===== config.mk =====
export PLATFORM = sky130hd
export DESIGN_NAME = uart_arbiter
export DESIGN_NICKNAME = d
export VERILOG_FILES = /design/src/rtl/uart_arbiter_pkg.sv /design/src/rtl/uart_arbiter_rr_pick.sv /design/src/rtl/uart_arbiter.sv
export SDC_FILE = /design/constraint.sdc
export NUM_CORES = 1
export LEC_CHECK = 0
export CAP_MARGIN = 20
export CORE_UTILIZATION = 46
export CTS_BUF_LIST = sky130_fd_sc_hd__clkbuf_8
export DETAILED_ROUTE_END_ITERATION = 8
export GPL_TIMING_DRIVEN = 0
export PLACE_DENSITY = 0.87
export SYNTH_ARGS = -nofsm -noshare
export SYNTH_HDL_FRONTEND = slang
export SYNTH_SLANG_ARGS = --single-unit

===== constraint.sdc =====
create_clock -name clk_i -period 2.6 [get_ports clk_i]
set_clock_uncertainty 0.2 [all_clocks]
set_input_delay 0.39 -clock clk_i [delete_from_list [all_inputs] [get_ports clk_i]]
set_output_delay 0.39 -clock clk_i [all_outputs]
set_load 0.02 [all_outputs]

===== src/rtl/uart_arbiter_pkg.sv =====
// uart_arbiter_pkg: state encoding and byte width shared by the UART arbiter files
package uart_arbiter_pkg;
    localparam int BYTE_W = 8;
    typedef enum logic [1:0] {
        IDLE    = 2'd0,
        OWNED   = 2'd1,
        TX_WAIT = 2'd2
    } state_t;
endpackage


===== src/rtl/uart_arbiter_rr_pick.sv =====
// uart_arbiter_rr_pick: combinational round-robin selector searching upward from last_i+1
// Ports:
//   req_i    - request vector, one bit per requester
//   last_i   - index of the previous owner
//   winner_o - index of the first requester found after last_i (wrapping)
//   valid_o  - high when any request bit is set
module uart_arbiter_rr_pick
    import uart_arbiter_pkg::*;
#(
    parameter int NUM_REQ = 2,
    parameter int IDX_W   = 2
) (
    input  logic [NUM_REQ-1:0] req_i,
    input  logic [IDX_W-1:0]   last_i,
    output logic [IDX_W-1:0]   winner_o,
    output logic               valid_o
);
    // Walk the distance k from far to near so the nearest requester is the last write.
    always_comb begin
        winner_o = '0;
        valid_o  = 1'b0;
        for (int k = NUM_REQ; k >= 1; k--)
            for (int j = 0; j < NUM_REQ; j++)
                if (req_i[j] && j == (int'(last_i) + k) % NUM_REQ) begin
                    winner_o = IDX_W'(j);
                    valid_o  = 1'b1;
                end
    end
endmodule


===== src/rtl/uart_arbiter.sv =====
// uart_arbiter: session-based round-robin sharing of one UART between NUM_REQ requesters
// Ports:
//   clk_i, reset_i          - clock, asynchronous active-high reset
//   req_i                   - level session request per requester
//   tx_start_i, tx_data_i   - per-requester send pulse and byte (slice i = [8i+7:8i])
//   gnt_o                   - registered one-hot grant
//   tx_done_out_o           - pulse to owner when its byte has been transmitted
//   rx_done_out_o           - pulse to owner when a byte has been received
//   rx_data_out_o           - last received byte
//   rx_dropped_o            - pulse when a byte arrives with no owner
//   busy_o                  - high while a session is active
//   uart_tx_en_o/_data_o    - start pulse and byte to the UART transmitter
//   uart_tx_done_i          - UART transmitter completion
//   uart_rx_done_i/_data_i  - UART receiver byte-valid and byte
module uart_arbiter
    import uart_arbiter_pkg::*;
#(
    parameter int NUM_REQ = 2,
    parameter int IDX_W   = 2
) (
    input  logic                      clk_i,
    input  logic                      reset_i,
    input  logic [NUM_REQ-1:0]        req_i,
    input  logic [NUM_REQ-1:0]        tx_start_i,
    input  logic [BYTE_W*NUM_REQ-1:0] tx_data_i,
    output logic [NUM_REQ-1:0]        gnt_o,
    output logic [NUM_REQ-1:0]        tx_done_out_o,
    output logic [NUM_REQ-1:0]        rx_done_out_o,
    output logic [BYTE_W-1:0]         rx_data_out_o,
    output logic                      rx_dropped_o,
    output logic                      busy_o,
    output logic                      uart_tx_en_o,
    output logic [BYTE_W-1:0]         uart_tx_data_o,
    input  logic                      uart_tx_done_i,
    input  logic                      uart_rx_done_i,
    input  logic [BYTE_W-1:0]         uart_rx_data_i
);
    state_t              state_q, state_d;
    logic [IDX_W-1:0]    owner_q, owner_d, last_q, last_d, winner;
    logic [NUM_REQ-1:0]  gnt_q, gnt_d, tx_done_q, tx_done_d, rx_done_q, rx_done_d, own_oh;
    logic [BYTE_W-1:0]   tx_data_q, tx_data_d, rx_data_q, rx_data_d, start_byte;
    logic                tx_en_q, tx_en_d, drop_q, drop_d, valid, own_req, own_start;

    uart_arbiter_rr_pick #(.NUM_REQ(NUM_REQ), .IDX_W(IDX_W)) u_rr_pick (
        .req_i    (req_i),
        .last_i   (last_q),
        .winner_o (winner),
        .valid_o  (valid)
    );

    assign own_oh    = NUM_REQ'(1) << owner_q;
    assign own_req   = |(req_i & own_oh);
    assign own_start = |(tx_start_i & own_oh);

    always_comb begin
        start_byte = '0;
        for (int j = 0; j < NUM_REQ; j++)
            if (own_oh[j]) start_byte = tx_data_i[j*BYTE_W +: BYTE_W];
    end

    // Release beats tx_start in OWNED; TX_WAIT ignores both until the UART finishes.
    always_comb begin
        state_d   = state_q;
        owner_d   = owner_q;
        last_d    = last_q;
        gnt_d     = gnt_q;
        tx_en_d   = 1'b0;
        tx_data_d = tx_data_q;
        tx_done_d = '0;
        case (state_q)
            IDLE: if (valid) begin
                state_d = OWNED;
                owner_d = winner;
                gnt_d   = NUM_REQ'(1) << winner;
            end
            OWNED: if (!own_req) begin
                state_d = IDLE;
                last_d  = owner_q;
                gnt_d   = '0;
            end else if (own_start) begin
                state_d   = TX_WAIT;
                tx_en_d   = 1'b1;
                tx_data_d = start_byte;
            end
            TX_WAIT: if (uart_tx_done_i) begin
                state_d   = OWNED;
                tx_done_d = own_oh;
            end
            default: begin
                state_d = IDLE;
                gnt_d   = '0;
            end
        endcase
    end

    assign rx_data_d = uart_rx_done_i ? uart_rx_data_i : rx_data_q;
    assign rx_done_d = (uart_rx_done_i && state_q != IDLE) ? own_oh : '0;
    assign drop_d    = uart_rx_done_i && state_q == IDLE;

    always_ff @(posedge clk_i or posedge reset_i) begin
        if (reset_i) begin
            state_q   <= IDLE;
            owner_q   <= '0;
            last_q    <= IDX_W'(NUM_REQ - 1);
            gnt_q     <= '0;
            tx_en_q   <= 1'b0;
            tx_data_q <= '0;
            tx_done_q <= '0;
            rx_done_q <= '0;
            rx_data_q <= '0;
            drop_q    <= 1'b0;
        end else begin
            state_q   <= state_d;
            owner_q   <= owner_d;
            last_q    <= last_d;
            gnt_q     <= gnt_d;
            tx_en_q   <= tx_en_d;
            tx_data_q <= tx_data_d;
            tx_done_q <= tx_done_d;
            rx_done_q <= rx_done_d;
            rx_data_q <= rx_data_d;
            drop_q    <= drop_d;
        end
    end

    assign gnt_o          = gnt_q;
    assign tx_done_out_o  = tx_done_q;
    assign rx_done_out_o  = rx_done_q;
    assign rx_data_out_o  = rx_data_q;
    assign rx_dropped_o   = drop_q;
    assign busy_o         = state_q != IDLE;
    assign uart_tx_en_o   = tx_en_q;
    assign uart_tx_data_o = tx_data_q;
endmodule


; ---- Word-level counts from Yosys, hierarchy flattened
; Cells that the tools add are included.
[word_totals]
regBits = 28
latch_bits = 0
ram_bits = 0
rom_bits = 0
in_bits = 32
out_inout_bits = 25
word_cells = 68
n_memories = 0
[classes]
addsub = 2
mul = 0
div = 0
magnitude_cmp = 0
n_eq_ne = 8
n_shift = 2
muxes = 23
bitwise = 6
n_reduce_logical = 17
[op_table]
columns = op, count
row1 = logical NOT 32 bit, 2
row2 = two-way mux 2 bit, 9
row3 = two-way mux 8 bit, 2
row4 = one-hot mux 2 bit (3 select lines), 2
row5 = two-way mux 1 bit, 10
row6 = AND reduction 3 bit, 3
row7 = logical AND 1 bit, 6
row8 = bitwise AND 2 bit, 2
row9 = "equality test 2 bit, first input constant", 2
row10 = "inequality test 2 bit, second input constant", 2
row11 = AND reduction 2 bit, 2
row12 = OR reduction 2 bit, 2
row13 = "left shift 1 x 1 -> 2 bit, first input constant", 2
row14 = "inequality test 3 bit, second input constant", 1
row15 = "adder 1 bit, second input constant", 2
row16 = "bitwise AND 1 bit, first input constant", 2
row17 = "equality test 2 x 1 -> 1 bit, second input constant", 1
row18 = "equality test 2 bit, second input constant", 1
row19 = logical NOT 2 bit, 1
row20 = "inequality test 2 x 1 -> 1 bit, second input constant", 1
row21 = NOT 1 bit, 2
row22 = nonzero test 2 bit, 1

; ---- Depth between registers and ports, before layout
; Gate-level depths: netlist of run 1.
[logic_depth]
word_depth = 10
ltp_mapped = 5
mapped_depth_nobuf = 3

; ---- Cells and area by module
; From an unflattened synthesis of run 1, not the netlist that was laid out.
[hier_totals]
hier_cells = 102
hier_area_um2 = 1341.3
[modules_own_cells]
columns = module, n_inst, cells_each, area_per_inst_um2, seq_area_each_um2
row1 = uart_arbiter, 1, 98, 1316.3, 752.0
row2 = uart_arbiter_rr_pick, 1, 4, 25.0, 0.0

; ---- Least setup slack after synthesis of run 1
; OpenSTA, ideal clock, no wires.
[synth_path]
path_type = flip-flop to flip-flop
start = register owner_q[0]
end = register tx_data_q[0] (netlist: uart_tx_data_o[0])
setup_time_ps = 125
t_arrival_ps = 1347
required_time_ps = 2275
setup_slack_ps = 927
path_stages_with_launch = 6
n_path_buf = 2
synth_period_minus_slack_ps = 1673
path_cell_list = dfrtp_1 > buf_6 > mux2_4 > nor3b_2 > buf_6 > mux2_4
[synth_via]
elab_chain_cells = 4
word_cells_on_any_way = 8
classes_between = shift: 1 / mux: 2 / bitwise: 2 / reduce/logical: 3
[synth_lines]
columns = item, line
row1 = from (decl), uart_arbiter.sv:39  ; logic [IDX_W-1:0] owner_q, owner_d, last_q, last_d, winner;
row2 = from (signal assigned), uart_arbiter.sv:114  ; owner_q <= owner_d;
row3 = left shift 1 x 1 -> 2 bit *, uart_arbiter.sv:51  ; assign own_oh = NUM_REQ'(1) << owner_q;
row4 = "bitwise AND 2 bit, on equally long branches", "uart_arbiter.sv:52, uart_arbiter.sv:53"
row5 = "OR reduction 2 bit, on equally long branches", "uart_arbiter.sv:52, uart_arbiter.sv:53"
row6 = AND reduction 3 bit (no line), n/a
row7 = to (signal assigned), uart_arbiter.sv:118  ; tx_data_q <= tx_data_d;
row8 = to (decl), uart_arbiter.sv:41  ; logic [BYTE_W-1:0] tx_data_q, tx_data_d, rx_data_q, rx_data_d, start_byte;
; Every way passes the cells marked *; elsewhere a longest branch is shown, timed or not.
; A chain may end at the register's enable or synchronous reset.

; ---- Final worst setup path of run 1
[layout_path]
start = register state_q[1]
end = output busy_o
[layout_via]
elab_chain_cells = 1
[layout_lines]
columns = item, line
row1 = from (decl), uart_arbiter.sv:38  ; state_t state_q, state_d;
row2 = from (signal assigned), uart_arbiter.sv:113  ; state_q <= state_d;
row3 = nonzero test 2 bit, uart_arbiter.sv:131  ; assign busy_o = state_q != IDLE;
row4 = to (decl), uart_arbiter.sv:31  ; output logic busy_o,
; Every way passes these cells.

==> flow_summary_export.csv, run 1 <==
group,metric,value,unit
floorplan,io_pins,57,
hold_path,hp-class,"in2async",
global_routing,grt.overflow.total,0,
clocking,cts.sink_count,28,
floorplan,die_h,54.3,um
critical_path,crit_type,"reg2out",
drt,drc,0,
timing,setup_viol,0,
timing,fin_crit_sh,86.3,%
drt,routed-wl-met3,165,um
layout,drive_gt1_share,23.8,%
yosys,synth.distinct_cells,27,
layout,final_nets,184,
power_and_ir_drop,leakage,0.848,nW
layout,area_growth,55.4,%
floorplan,die_width,54.3,um
drt,met2WireLength,1.43,mm
drt,vias,930,
timing,period_needed,2.24,ns
timing,slew_viol_final,0,
critical_path,worstPathArrival,1.65,ns
timing,fin_tns_setup,0,ns
floorplan,placementRows,18,
timing,tightest_slew,0.471,ns
critical_path,start_kind,"register",
floorplan,coreArea,2520,um2
clocking,clkTransAtPathRegs,0.10,ns
drt,firstDrtPassIters,4,
floorplan,initial_core_util,49.9,%
yosys,ys_seq_area_share,55.8,%
drt,via_per_inst,5.14,
layout,n_antenna_cell,0,
place,gp_congestion,0.773,
timing,slew_headroom,68.6,%
clocking,clk_path_buf_depth,2,
yosys,synth-seq-cells,28,
layout,fill_cells,167,
drt,drt-met1-wl,1.11,mm
power_and_ir_drop,vdd_drop_max,0.862,mV
yosys,syn_area,1260,um2
clocking,ctsHoldBuffers,0,
drt,drtAntennaViolNets,0,
global_routing,grt_max_degree,29,
power_and_ir_drop,p_per_area,1020,nW/um2
clocking,clock_latency,0.27,ns
timing,hold_viol_final,0,
power_and_ir_drop,power.total,0.00199,W
critical_path,end_kind,"output port",
drt,routedWlPerCell,15.1,um
global_routing,antenna_found_initial,0,
timing,setup_slack,0.357,ns
place,dp_hpwl,2.01,mm
clocking,tritoncts,"done",
yosys,syn_area_per_cell,14.0,um2
critical_path,crit_fanout,6,
timing,fmax,0.446,GHz
yosys,syn_inst,90,
status,status,"finished clean",
global_routing,grt_pass1_vias,947,
place,portBuffers,56,
critical_path,cp_data_required_time,2.01,ns
clocking,h-tree-depth,1,
floorplan,die-area,2950,um2
timing,rsz0062_at_grt,"no",
place,dp_slack,0.450,ns
global_routing,grt_usage,20.9,%
drt,top_layer_used,"met4",
drt,finalWirelength,2.73,mm
drt,first_iter_violations,13,
yosys,yosysWarnings,0,
clocking,post_cts_buffers,0,
run,cap_viol_max_count,0,
yosys,syn-num-nets,122,
clocking,clockRootBuffer,"clkbuf_8",
global_routing,grt_pass1_wl,4.25,mm
clocking,post_cts_resized,0,
critical_path,r2r_cells,4,
clocking,numCtsBuffers,3,
[power by group]
group | internal [W] | total (W) | switching, W
Sequential | 0.000582 | 0.000676 | 0.0000942
Clock | 0.000206 | 0.000340 | 0.000134
Combinational | 0.000548 | 0.000970 | 0.000423
[per-layer routing]
metal | up-vias | GRT usage, %
li1 | 433 | -
met2 | 35 | 37.4
met4 | 0 | 7.69
met1 | 458 | 22.9
met5 | - | 0
met3 | 4 | 6.67
[path summary, 6_finish.rpt]
path / slack (ns) / startpoint / endpoint
max: 0.36 / state_q[1] / busy_o
min: 0.11 / reset_i / uart_tx_data_o[0]
max reg2reg: 0.76 / owner_q[0] / uart_tx_data_o[0]
min reg2reg: 0.29 / last_q[0] / last_q[0]
max in group asynchronous: 1.63 / reset_i / last_q[0]
min in group clk_i: 0.29 / last_q[0] / last_q[0]
[flip-flops by register name, indices dropped and copies added (netlist names)]
register / count
tx_done_out_o: 2
rx_data_out_o: 8
gnt_o: 2
state_q: 2
rx_done_out_o: 2
last_q: 1
rx_dropped_o: 1
uart_tx_en_o: 1
owner_q: 1
uart_tx_data_o: 8
[cells in the mapped netlist]
cell | count | area share (%)
dfrtp_1 | 27 | 54
mux2_2 | 16 | 14
mux2_4 | 9 | 11
inv_1 | 6 | 1.8
nand2b_1 | 3 | 1.5
nor3_1 | 3 | 1.2
and2_1 | 2 | 0.99
and3_1 | 2 | 0.99
buf_6 | 2 | 1.8
nand2_1 | 2 | 0.60
o21ai_0 | 2 | 0.80
a21boi_1 | 1 | 0.60
a21oi_1 | 1 | 0.40
clkbuf_1 | 1 | 0.30
dfstp_2 | 1 | 2.1
dlymetal6s2s_1 | 1 | 0.99
mux2i_2 | 1 | 1.1
nand3_1 | 1 | 0.40
nor2_1 | 1 | 0.30
nor3b_1 | 1 | 0.60
nor3b_2 | 1 | 0.99
o21ai_1 | 1 | 0.40
o21ba_2 | 1 | 0.80
o21bai_1 | 1 | 0.60
o22a_1 | 1 | 0.70
o22ai_1 | 1 | 0.50
o32a_1 | 1 | 0.80
[worst max-delay path: stages (launching register included)]
cell and delay (ns):
dfrtp_1 0.45, nor2_1 0.26, inv_1 0.13, clkdlybuf4s50_1 0.55
[stage by stage]
step | util [%] | std cells | hold slack (ns) | area (um2)
global route | 77.5 | 181 | 0.0989 | 1950
detailed placement | 73.6 | 176 | 0.278 | 1860
finish | 77.5 | 181 | 0.106 | 1950
global placement | 73.6 | 176 | 0.275 | 1860
CTS | 76.4 | 180 | 0.294 | 1930
floorplan | - | 90 | 0.255 | 1260
[cells by family after synthesis]
logic type / synth area share (%)
flops: 55.8
mux: 26.2
simple gates: 7.56
compound gates: 5.57
buf+inv: 4.87
[placed cells by master, fill, tap and decap left out, types with 3 or more instances in the layout]
| master | n |
|---|---|
| clkbuf_8 | 3 |
| clkdlybuf4s50_1 | 56 |
| dfrtp_1 | 27 |
| inv_1 | 6 |
| mux2_2 | 16 |
| mux2_4 | 9 |
| nand2b_1 | 3 |
| nor3_1 | 3 |
[final cells by class]
cell class	count	area, um2	share of cell area, %
plain buffers	4	38.8	1.98
clock buffers	3	41.3	2.11
inverters	6	22.5	1.15
clock inverters	1	30.0	1.54
flip-flops and latches	28	702	35.9
multi-input cells	52	494	25.3
repair buffers	57	588	30.1
well taps	30	37.5	1.92
(Power assumes the default switching activity.)
==> inputs of run 2 (changes only) <==
--- a/config.mk
+++ b/config.mk
@@ -9,7 +9,6 @@
 export CORE_UTILIZATION = 46
 export CTS_BUF_LIST = sky130_fd_sc_hd__clkbuf_8
 export DETAILED_ROUTE_END_ITERATION = 8
-export GPL_TIMING_DRIVEN = 0
 export PLACE_DENSITY = 0.87
 export SYNTH_ARGS = -nofsm -noshare
 export SYNTH_HDL_FRONTEND = slang
==> flow_summary_export.csv, run 2 (synthesized netlist as in run 1, its figures left out) <==
group,metric,value,unit
critical_path,cp-startpoint,"state_q[1]",
place,dp_slack,0.382,ns
timing,rsz0062_at_grt,"no",
drt,vias,915,
drt,first_iter_violations,6,
status,status,"finished clean",
clocking,tritoncts,"done",
critical_path,start_kind,"register",
timing,holdWs,0.299,ns
clocking,ctsHoldBuffers,0,
hold_path,hp-class,"reg2reg",
critical_path,crit_fanout,6,
global_routing,grt_pass1_wl,4.25,mm
drt,drc,0,
floorplan,placementRows,18,
clocking,clockRootBuffer,"clkbuf_8",
critical_path,r2r_cells,4,
place,post-place-cells,175,
critical_path,cp_data_required_time,2.01,ns
layout,layout_commonest_cell,"clkdlybuf4s50_1",
clocking,clock_latency,0.27,ns
critical_path,crit_type,"reg2out",
power_and_ir_drop,p_per_area,988,nW/um2
layout,final_util,75.1,%
critical_path,endpoint,"busy_o",
floorplan,initial_core_util,49.9,%
layout,area_growth,50.6,%
global_routing,grt_pass1_vias,938,
timing,slew_viol_final,0,
timing,setup_slack,0.401,ns
timing,tightest_slew,0.727,ns
floorplan,die-area,2950,um2
run,cap_viol_max_count,0,
power_and_ir_drop,leakage,0.816,nW
layout,layout_common_cells,"56 x clkdlybuf4s50_1, 27 x dfrtp_1, 16 x mux2_2",
timing,fin_tns_setup,0,ns
drt,finalWirelength,2.70,mm
layout,fin_cells,179,
timing,fin_crit_sh,84.6,%
critical_path,end_kind,"output port",
layout,fill_cells,167,
floorplan,die_h,54.3,um
critical_path,r2r_start,"owner_q[0]",
hold_path,hp-start,"last_q[0]",
clocking,clkTransAtPathRegs,0.09,ns
floorplan,io_pins,57,
clocking,post_cts_resized,0,
drt,via_per_inst,5.11,
drt,drtAntennaViolNets,0,
drt,firstDrtPassIters,4,
global_routing,grt_usage,20.7,%
layout,drive_gt1_share,24.2,%
floorplan,coreArea,2520,um2
clocking,clk_path_buf_depth,2,
place,gp_congestion,0.790,
critical_path,reg2reg_slack,0.56,ns
global_routing,grt_max_degree,21,
clocking,post_cts_buffers,0,
clocking,cts.sink_count,28,
timing,hold_viol_final,0,
timing,slew_headroom,51.5,%
clocking,numCtsBuffers,3,
layout,n_antenna_cell,0,
timing,period_needed,2.20,ns
clocking,h-tree-depth,1,
timing,fmax,0.455,GHz
place,dp_hpwl,2.08,mm
global_routing,antenna_found_initial,0,
floorplan,die_width,54.3,um
timing,setup_viol,0,
global_routing,grt.overflow.total,0,
critical_path,reg2reg_to,"uart_tx_data_o[3]",
layout,final_nets,182,
critical_path,worstPathArrival,1.61,ns
drt,routedWlPerCell,15.1,um
power_and_ir_drop,vdd_drop_max,0.825,mV
place,portBuffers,56,
## run 2: cell types whose count changed in the layout (fill, tap and decap cells not counted), sizes merged
cell	delta
bufinv	-1
dlymetal6s2s	-1
## run 2: final cells by class
class / instances / area (um2) / share of cell area, %
Sequential cell: 28 / 702 / 37.1
Clock buffer: 4 / 55.1 / 2.91
Tap cell: 30 / 37.5 / 1.98
Inverter: 6 / 22.5 / 1.19
Multi-Input combinational cell: 52 / 494 / 26.1
Timing Repair Buffer: 59 / 583 / 30.8
## run 2: worst min path at each step
stage                endpoint  depth (start not counted)
finish              last_q[0]                          2
global route        last_q[0]                          2
CTS                 last_q[0]                          2
detailed placement  last_q[0]                          2
global placement    last_q[0]                          2
floorplan            gnt_o[0]                          1
## run 2: where the power goes
part           internal [W]  total, W  switching (W)  leakage (nW)
registers          0.000581  0.000711       0.000130         0.343
logic              0.000516  0.000893       0.000377         0.445
clock network      0.000136  0.000267       0.000132        0.0288
total               0.00123   0.00187       0.000639         0.816
## run 2: per-stage QoR
stage               total power, W  instance area [um2]
floorplan                  0.00126                 1260
global placement           0.00158                 1840
detailed placement         0.00161                 1840
CTS                        0.00188                 1890
global route               0.00198                 1890
finish                     0.00187                 1890
## run 2: worst max-delay path, stage by stage, from the launching register on
cell	delay, ns
dfrtp_1	0.45
nor2_1	0.22
inv_1	0.12
clkdlybuf4s50_1	0.55
## run 2: layer usage
layer	part of all wire, %	vias to the layer above	track usage, %
met5	0	-	0
met4	1.7	0	8.12
met3	6.5	7	6.39
met2	50	38	35.0
met1	42	442	24.5
li1	-	428	-
